File: src/rtl/spi_target_rx.sv
// SPI mode-0 target endpoint: oversamples SCLK/MOSI/CS, deserialises
// MOSI words and shifts a preloaded response word out on MISO.
// Ports: clk, rst (async, active high); SPI pins SCLK, MOSI, CS (low
// active), MISO; rx_data/rx_valid received word and strobe; frame_err
// strobe on CS rising mid-word; tx_data/tx_load/tx_ready response buffer.
module spi_target_rx #(
   parameter int DATA_W      = 8,
   parameter bit LSB_FIRST   = 1'b1,
   parameter int SYNC_STAGES = 2
) (
   input  logic              clk,
   input  logic              rst,
   input  logic              SCLK,
   input  logic              MOSI,
   input  logic              CS,
   output logic              MISO,
   output logic [DATA_W-1:0] rx_data,
   output logic              rx_valid,
   output logic              frame_err,
   input  logic [DATA_W-1:0] tx_data,
   input  logic              tx_load,
   output logic              tx_ready
);

   localparam int CW = (DATA_W > 1) ? $clog2(DATA_W) : 1;

   typedef enum logic {IDLE, ACTIVE} state_t;

   // synchronisers and edge history
   logic [SYNC_STAGES-1:0] sclk_q, mosi_q, cs_q, ok_q;
   logic                   sclk_h, cs_h;
   logic                   sclk_s, mosi_s, cs_s, ok_s;
   logic                   sclk_rise, sclk_fall, cs_rise, cs_fall;

   assign sclk_s = sclk_q[SYNC_STAGES-1];
   assign mosi_s = mosi_q[SYNC_STAGES-1];
   assign cs_s   = cs_q[SYNC_STAGES-1];
   // ok_s marks that cs_s holds a real sample rather than the reset value
   assign ok_s   = ok_q[SYNC_STAGES-1];

   assign sclk_rise = sclk_s & ~sclk_h;
   assign sclk_fall = ~sclk_s & sclk_h;
   assign cs_rise   = cs_s & ~cs_h;
   assign cs_fall   = ~cs_s & cs_h;

   always_ff @(posedge clk or posedge rst) begin
      if (rst) begin
         sclk_q <= '0;
         mosi_q <= '0;
         cs_q   <= '1;
         ok_q   <= '0;
         sclk_h <= 1'b0;
         cs_h   <= 1'b1;
      end else begin
         sclk_q <= {sclk_q[SYNC_STAGES-2:0], SCLK};
         mosi_q <= {mosi_q[SYNC_STAGES-2:0], MOSI};
         cs_q   <= {cs_q[SYNC_STAGES-2:0], CS};
         ok_q   <= {ok_q[SYNC_STAGES-2:0], 1'b1};
         sclk_h <= sclk_s;
         cs_h   <= cs_s;
      end
   end

   // core state
   state_t            state, state_n;
   logic [CW-1:0]     bit_cnt, bit_n;
   logic [DATA_W-1:0] rx_sh, rx_sh_n, rx_in;
   logic [DATA_W-1:0] tx_sh, tx_sh_n, tx_adv, tx_buf, tx_buf_n;
   logic [DATA_W-1:0] rx_data_n;
   logic              rx_valid_n, ferr_n;
   logic              tx_full, tx_full_n, xfer;
   // armed: CS has been seen high since reset, so a falling edge is real
   logic              armed, armed_n;

   assign rx_in  = LSB_FIRST ? {mosi_s, rx_sh[DATA_W-1:1]}
                             : {rx_sh[DATA_W-2:0], mosi_s};
   assign tx_adv = LSB_FIRST ? (tx_sh >> 1) : (tx_sh << 1);

   assign MISO     = (state == ACTIVE) &
                     (LSB_FIRST ? tx_sh[0] : tx_sh[DATA_W-1]);
   assign tx_ready = ~tx_full;

   always_comb begin
      state_n    = state;
      bit_n      = bit_cnt;
      rx_sh_n    = rx_sh;
      tx_sh_n    = tx_sh;
      rx_data_n  = rx_data;
      rx_valid_n = 1'b0;
      ferr_n     = 1'b0;
      xfer       = 1'b0;
      armed_n    = armed | (ok_s & cs_s);
      unique case (state)
         IDLE: begin
            if (cs_fall && armed) begin
               state_n = ACTIVE;
               bit_n   = '0;
               rx_sh_n = '0;
               tx_sh_n = tx_full ? tx_buf : '0;
               xfer    = tx_full;
            end
         end
         ACTIVE: begin
            if (cs_rise) begin
               state_n = IDLE;
               bit_n   = '0;
               ferr_n  = (bit_cnt != '0);
            end else if (sclk_rise) begin
               rx_sh_n = rx_in;
               if (bit_cnt == CW'(DATA_W - 1)) begin
                  rx_data_n  = rx_in;
                  rx_valid_n = 1'b1;
                  bit_n      = '0;
               end else begin
                  bit_n = bit_cnt + CW'(1);
               end
            end else if (sclk_fall) begin
               // a falling edge at count 0 ends a word: fetch the next one
               if (bit_cnt == '0) begin
                  tx_sh_n = tx_full ? tx_buf : '0;
                  xfer    = tx_full;
               end else begin
                  tx_sh_n = tx_adv;
               end
            end
         end
         default: state_n = IDLE;
      endcase
   end

   // a load in the same cycle as a transfer refills the emptied buffer
   always_comb begin
      tx_buf_n  = tx_buf;
      tx_full_n = tx_full & ~xfer;
      if (tx_load && (!tx_full || xfer)) begin
         tx_buf_n  = tx_data;
         tx_full_n = 1'b1;
      end
   end

   always_ff @(posedge clk or posedge rst) begin
      if (rst) begin
         state     <= IDLE;
         bit_cnt   <= '0;
         rx_sh     <= '0;
         tx_sh     <= '0;
         tx_buf    <= '0;
         tx_full   <= 1'b0;
         rx_data   <= '0;
         rx_valid  <= 1'b0;
         frame_err <= 1'b0;
         armed     <= 1'b0;
      end else begin
         state     <= state_n;
         bit_cnt   <= bit_n;
         rx_sh     <= rx_sh_n;
         tx_sh     <= tx_sh_n;
         tx_buf    <= tx_buf_n;
         tx_full   <= tx_full_n;
         rx_data   <= rx_data_n;
         rx_valid  <= rx_valid_n;
         frame_err <= ferr_n;
         armed     <= armed_n;
      end
   end

endmodule
File: config.mk
export PLATFORM = sky130hd
export DESIGN_NAME = spi_target_rx
export DESIGN_NICKNAME = d
export VERILOG_FILES = /design/src/rtl/spi_target_rx.sv
export SDC_FILE = /design/constraint.sdc
export NUM_CORES = 1
export LEC_CHECK = 0
export CAP_MARGIN = 5
export CORE_ASPECT_RATIO = 0.9
export CORE_UTILIZATION = 25
export DETAILED_ROUTE_END_ITERATION = 8
export PLACE_DENSITY = 0.41
export SLEW_MARGIN = 20
export SYNTH_ARGS = -nofsm -noshare
export SYNTH_HDL_FRONTEND = slang
export SYNTH_SLANG_ARGS = --single-unit
File: constraint.sdc
create_clock -name clk -period 1.6 [get_ports clk]
set_input_delay 0.16 -clock clk [delete_from_list [all_inputs] [get_ports clk]]
set_output_delay 0.16 -clock clk [all_outputs]
set_load 0.05 [all_outputs]
==> results.yml, run 1 <==
run_status:
  outcome: "complete, but fails checks"
  violations: "setup timing"
placed_design:
  portBuffers: 25
  placed_area_mm2: 0.00252
  post-place-ws_ps: -186
  dp.cells: 284
  finalWeightedCongestion: 0.737
  dpl.hpwl_mm: 2.68
detailed_routing:
  dr.pass1.iters: 4
  wl_per_cell_um: 13.7
  drc: 0
  viasPerCell: 4.35
  drtIter0Drc: 23
  vias: 1295
  drt-total-wl_mm: 4.09
  detail-route-antenna-nets: 0
die:
  num_rows: 30
  io_pins: 26
  die-area_mm2: 0.00843
  core_mm2: 0.00769
  die_h_um: 87.2
  die_w_um: 96.7
  start_util_pct: 26.2
setup_path:
  critPathCapture: "tx_buf[3]"
  r2r-start: "bit_cnt[1]"
  crit_chain: "inv_2 -> ha_4 -> and4bb_2 -> nand3_4 -> a31oi_4 -> buf_12 -> mux2_4"
  slowest_delay_ps: 400
  r2r-end: "tx_buf[3]"
  crit_type: "reg2reg"
  crit_required_ps: 1790
  rr_worst_depth: 7
  end_kind: "flip-flop"
  worst_path_max_delay_cell: "dfrtp_1"
  cp-startpoint: "bit_cnt[1]"
  critPathLaunchType: "flip-flop"
  worst-path-max-fanout: 8
  reg2reg_slack_ps: -80
  cp.arrival_ps: 1870
sta:
  setup_viol: 9
  setup_slack_ps: -76.6
  whs_ps: 212
  finClkSkew_ps: 6.64
  hold_viol_final: 0
  drv_slew: 0
  fin_setup_tns_ps: -592
  final.period_utilization_pct: 105
  rsz0062_at_grt: "true"
  period_needed_ps: 1680
  fmax_mhz: 596
min_path:
  hold_path_class: "in2async"
yosys:
  syn_area_mm2: 0.00202
  yosys.area.top_type: "dfrtp_1"
  yosys-top-cells-area: "dfrtp_1 57%, mux2_2 10%, mux2i_1 4.0%, dfstp_2 3.9%, a22o_1 3.5%"
  synth_top_area_share_pct: 57.1
  synth_nets: 170
  synth-edff-count: 0
  synth_flop_cell: "dfrtp_1"
  postSynthCellCount: 153
  postSynthAreaPerCell_um2: 13.2
  synth_cell_types: 32
  synth-seq-cells: 49
  ys_seq_area_share_pct: 61.0
  ys_warn_count: 0
  async_flop_share_pct: 100
pwr:
  p_int_mw: 2.64
  p_comb_share_pct: 30.3
  seq_power_share_pct: 44.7
  peakVddDrop_mv: 0.329
  power_switching_mw: 1.01
  p_total_mw: 3.66
  swShare_pct: 27.7
  clockPowerShare_pct: 25.0
  cellLeakagePower_nw: 1.31
  pwr_density_cell_mw_per_mm2: 1320
clock_tree:
  cts-root-buf: "clkbuf_8"
  cts_tree: "built"
  clk_latency_ps: 300
  clk_pin_slew_worst_paths_ps: 90
  clock_tree.buffer_depth: 2
  cts_sinks: 49
  htreeDepth: 2
  cts-buffers-inserted: 5
flow_run:
  drv_cap: 0
grt:
  grt_max_degree: 50
  antenna_found_initial: 0
  grt_pass1_wl_mm: 7.09
  grt.overflow.total: 0
  grt_pass1_vias: 1428
  track_usage_pct: 10.7
cells_and_area:
  drive_gt1_share_pct: 37.1
  fin_util_pct: 36.0
  fin_nets: 218
  final_common_cell: "dfrtp_1"
  diodes: 0
  syn2layout_area_growth_pct: 37.3
  mostFrequentLayoutCells: "46 x dfrtp_1, 25 x buf_4, 13 x clkdlybuf4s50_1"
  final_cells: 298
  design_area_mm2: 0.00277
power by group through the flow:
| stage | combinational, mW | clock (mW) | sequential, mW |
|---|---|---|---|
| after floorplan | 0.607 | 0 | 1.63 |
| after global placement | 0.938 | 0 | 1.64 |
| after detailed placement | 0.953 | 0 | 1.66 |
| after CTS | 1.09 | 0.946 | 1.64 |
| after global routing | 1.23 | 0.999 | 1.67 |
| final | 1.11 | 0.913 | 1.64 |
metal layers:
layer	up-vias	routed length (um)	GRT usage [%]
li1	626	-	-
met3	2	139	3.13
met1	646	1980	13.4
met5	-	0	0
met2	21	1940	17.6
met4	0	30	4.07
worst max-delay path, delay by kind of cell, from the launching register on:
family | cells | cell delay, ps
flip-flops | 1 | 400
AND/OR/NAND/NOR | 2 | 340
multiplexers | 1 | 300
buffers and inverters | 2 | 240
AO/OA/AOI/OAI | 1 | 160
adder cells (fa/ha/maj) | 1 | 130
cells by family after synthesis:
family                   share of synthesized area [%]
other                                            0.186
flip-flops                                        61.0
AO/OA/AOI/OAI                                     8.81
buffers and inverters                             2.54
AND/OR/NAND/NOR                                   11.6
multiplexers                                      14.0
adder cells (fa/ha/maj)                           1.86
cell type report:
cell class,count,area (um^2)
inverters,8,30.0
repair buffers,45,458
flip-flops and latches,49,1230
well taps,96,120
clock buffers,7,86.3
fillers,732,4930
clock inverters,1,30.0
multi-input cells,92,815
worst min path at each step:
stage	slack (ps)	cells past startpoint	from	endpoint
2_1_floorplan	160	0	CS	cs_q[0]
3_3_place_gp	340	0	sclk_q[0]	sclk_q[1]
3_5_place_dp	340	0	mosi_q[0]	mosi_q[1]
4_1_cts	230	3	rst	rx_sh[1]
5_1_grt	220	3	rst	mosi_q[0]
6_report	210	3	rst	mosi_q[0]
state kept, by name, summed over array words and instances, names as in the netlist:
signal     flops
rx_data        8
tx_buf         8
tx_sh          8
rx_sh          7
bit_cnt        3
cs_q           2
mosi_q         2
ok_q           2
sclk_q         2
armed          1
cs_h           1
frame_err      1
rx_valid       1
sclk_h         1
state          1
tx_full        1
cell usage after synthesis (2+ instances only):
cell      number
nand2_1        4
a21oi_1        8
a21o_1         2
dfstp_2        3
mux2_2        18
nand2b_1       4
dfrtp_1       46
nand4b_1       2
a22o_1         8
and2_1         8
inv_1          8
buf_2          2
ha_1           3
o21ai_0        2
nor2b_1        2
nor2_1        10
mux2i_1        8
timing repair:
item,4_1_cts,5_1_grt
buffers inserted,4,2
pin swaps,2,2
gates resized for setup,16,3
hold buffers,0,0
endpoints found under the setup margin,25,25
gates cloned,0,0
Note: power is estimated with default switching activity, not from simulation.
==> inputs of run 2 (changes only) <==
--- a/config.mk
+++ b/config.mk
@@ -7,6 +7,7 @@
 export LEC_CHECK = 0
 export CAP_MARGIN = 5
 export CORE_ASPECT_RATIO = 0.9
+export CORE_MARGIN = 2
 export CORE_UTILIZATION = 25
 export DETAILED_ROUTE_END_ITERATION = 8
 export PLACE_DENSITY = 0.41
==> run 2 against run 1 <==
The flow still finishes with violations (setup timing). Register-to-register slack hardly changed. First-iteration DRC count is 26% lower. Hold slack better by 4.1 ps. Sequential power hardly changed. Global-route usage is 0.81 points lower. Sequential cell count stayed put. Sequential share of layout area is 0.44 points lower. Clock power is 14% higher. Critical path depth stayed put. Via count is 1.1% higher. Maximum frequency is 0.28% higher. Critical path type unchanged. Largest cell class unchanged.
==> results.yml, run 2 (synthesized netlist as in run 1, its figures left out) <==
detailed_routing:
  drt-total-wl_mm: 3.95
  wl_per_cell_um: 13.1
  drc: 0
  dr.pass1.iters: 4
  viasPerCell: 4.35
  detail-route-antenna-nets: 0
  vias: 1309
  drtIter0Drc: 17
cells_and_area:
  fin_nets: 218
  mostFrequentLayoutCells: "46 x dfrtp_1, 25 x buf_4, 13 x clkdlybuf4s50_1"
  nFillCells: 757
  drive_gt1_share_pct: 37.6
  final_common_cell: "dfrtp_1"
  diodes: 0
  design_area_mm2: 0.00280
  reg_top3: "rx_data: 8 flops, tx_buf: 8 flops, tx_sh: 8 flops"
  regArea_mm2: 0.00123
  multi_input_area_um2: 817
  final_cells: 301
  syn2layout_area_growth_pct: 38.6
placed_design:
  placed_area_mm2: 0.00255
  post-place-ws_ps: -145
  dp.cells: 290
  portBuffers: 25
  finalWeightedCongestion: 0.707
  dpl.hpwl_mm: 2.67
setup_path:
  critPathTopFamily: "flip-flops"
  crit_type: "reg2reg"
  slowest_delay_ps: 390
  end_kind: "flip-flop"
  r2r-start: "bit_cnt[1]"
  r2r-end: "tx_buf[6]"
  rr_worst_depth: 7
  reg2reg_slack_ps: -70
  critPathLaunchType: "flip-flop"
  worst-path-max-fanout: 8
  cp.buffers_inverters: 2
  crit_chain: "inv_2 -> ha_4 -> and4bb_2 -> nand3_2 -> a31oi_4 -> buf_12 -> mux2_4"
  crit_required_ps: 1790
  cp.arrival_ps: 1860
  worst_path_max_delay_cell: "dfrtp_1"
sta:
  whs_ps: 216
  hold_viol_final: 0
  drv_slew: 0
  finClkSkew_ps: 4.69
  final.period_utilization_pct: 104
  fmax_mhz: 598
  fin_setup_tns_ps: -560
  setup_slack_ps: -72.0
  period_needed_ps: 1670
  setup_viol: 8
  rsz0062_at_grt: "true"
grt:
  track_usage_pct: 9.87
  grt_max_degree: 50
  grt.overflow.total: 0
  grt_pass1_wl_mm: 6.79
  grt_pass1_vias: 1387
  antenna_found_initial: 0
die:
  die_h_um: 89.2
  die_w_um: 98.7
  io_pins: 26
  num_rows: 31
  die-area_mm2: 0.00880
  start_util_pct: 25.4
  core_mm2: 0.00795
pwr:
  p_comb_share_pct: 29.7
  peakVddDrop_mv: 0.382
  power_switching_mw: 1.03
  seq_power_share_pct: 42.9
  p_int_mw: 2.78
  pwr_density_cell_mw_per_mm2: 1360
  cellLeakagePower_nw: 1.32
  clockPowerShare_pct: 27.5
  swShare_pct: 27.0
min_path:
  hold_path_class: "in2async"
clock_tree:
  clk_pin_slew_worst_paths_ps: 90
  cts-buffers-inserted: 5
  cts_tree: "built"
  clk_latency_ps: 290
  clock_tree.buffer_depth: 2
  cts-root-buf: "clkbuf_8"
  cts_sinks: 49
  htreeDepth: 2
run_status:
  violations: "setup timing"
  outcome: "complete, but fails checks"
flow_run:
  drv_cap: 0
[run 2: changes by cell type in the layout (fill, tap and decap cells not counted), sizes merged]
cell / change
clkbuf: -2
bufinv: +1
inv: +1
[run 2: worst max path at each step]
stage | cells past startpoint | startpoint | slack (ps) | endpoint
2_1_floorplan | 6 | bit_cnt[0] | -40 | tx_buf[0]
3_3_place_gp | 7 | bit_cnt[1] | -70 | tx_buf[6]
3_5_place_dp | 7 | bit_cnt[1] | -150 | tx_buf[7]
4_1_cts | 7 | bit_cnt[1] | -100 | tx_buf[7]
5_1_grt | 7 | bit_cnt[0] | -150 | tx_buf[1]
6_report | 7 | bit_cnt[1] | -70 | tx_buf[6]
[run 2: what timing repair did]
item	4_1_cts	5_1_grt
hold buffers	0	0
pin swaps	2	2
setup buffers	3	0
cloned	0	0
gates resized for setup	16	3
endpoints found under the setup margin	23	19
[run 2: worst min-delay path: cells and delay by family]
kind     cells  cell delay [ps]
buf+inv      3              730
[run 2: stage by stage]
stage               total power, mW  util [%]
floorplan                      2.24         -
global placement               2.58      32.1
detailed placement             2.63      32.1
CTS                            3.86      34.9
global route                   4.06      35.2
finish                         3.80      35.2
[run 2: final cells by class]
cell class	count	share of cell area [%]
Clock buffer	5	2.46
Clock inverter	3	2.46
Inverter	8	1.07
Multi-Input combinational cell	92	29.2
Sequential cell	49	44.0
Tap cell	99	4.43
Timing Repair Buffer	45	16.4
[run 2: power by group through the flow]
stage	combinational [mW]	clock, mW	sequential [mW]
global placement	0.942	0	1.64
finish	1.13	1.04	1.63
CTS	1.14	1.09	1.63
detailed placement	0.980	0	1.65
global route	1.24	1.15	1.66
floorplan	0.607	0	1.63
[run 2: layer usage]
layer	GRT usage [%]	share of wire, %	vias up
li1	-	-	630
met1	12.7	49	656
met2	16.5	47	21
met3	2.97	3.3	2
met4	2.62	0.43	0
met5	0	0	-
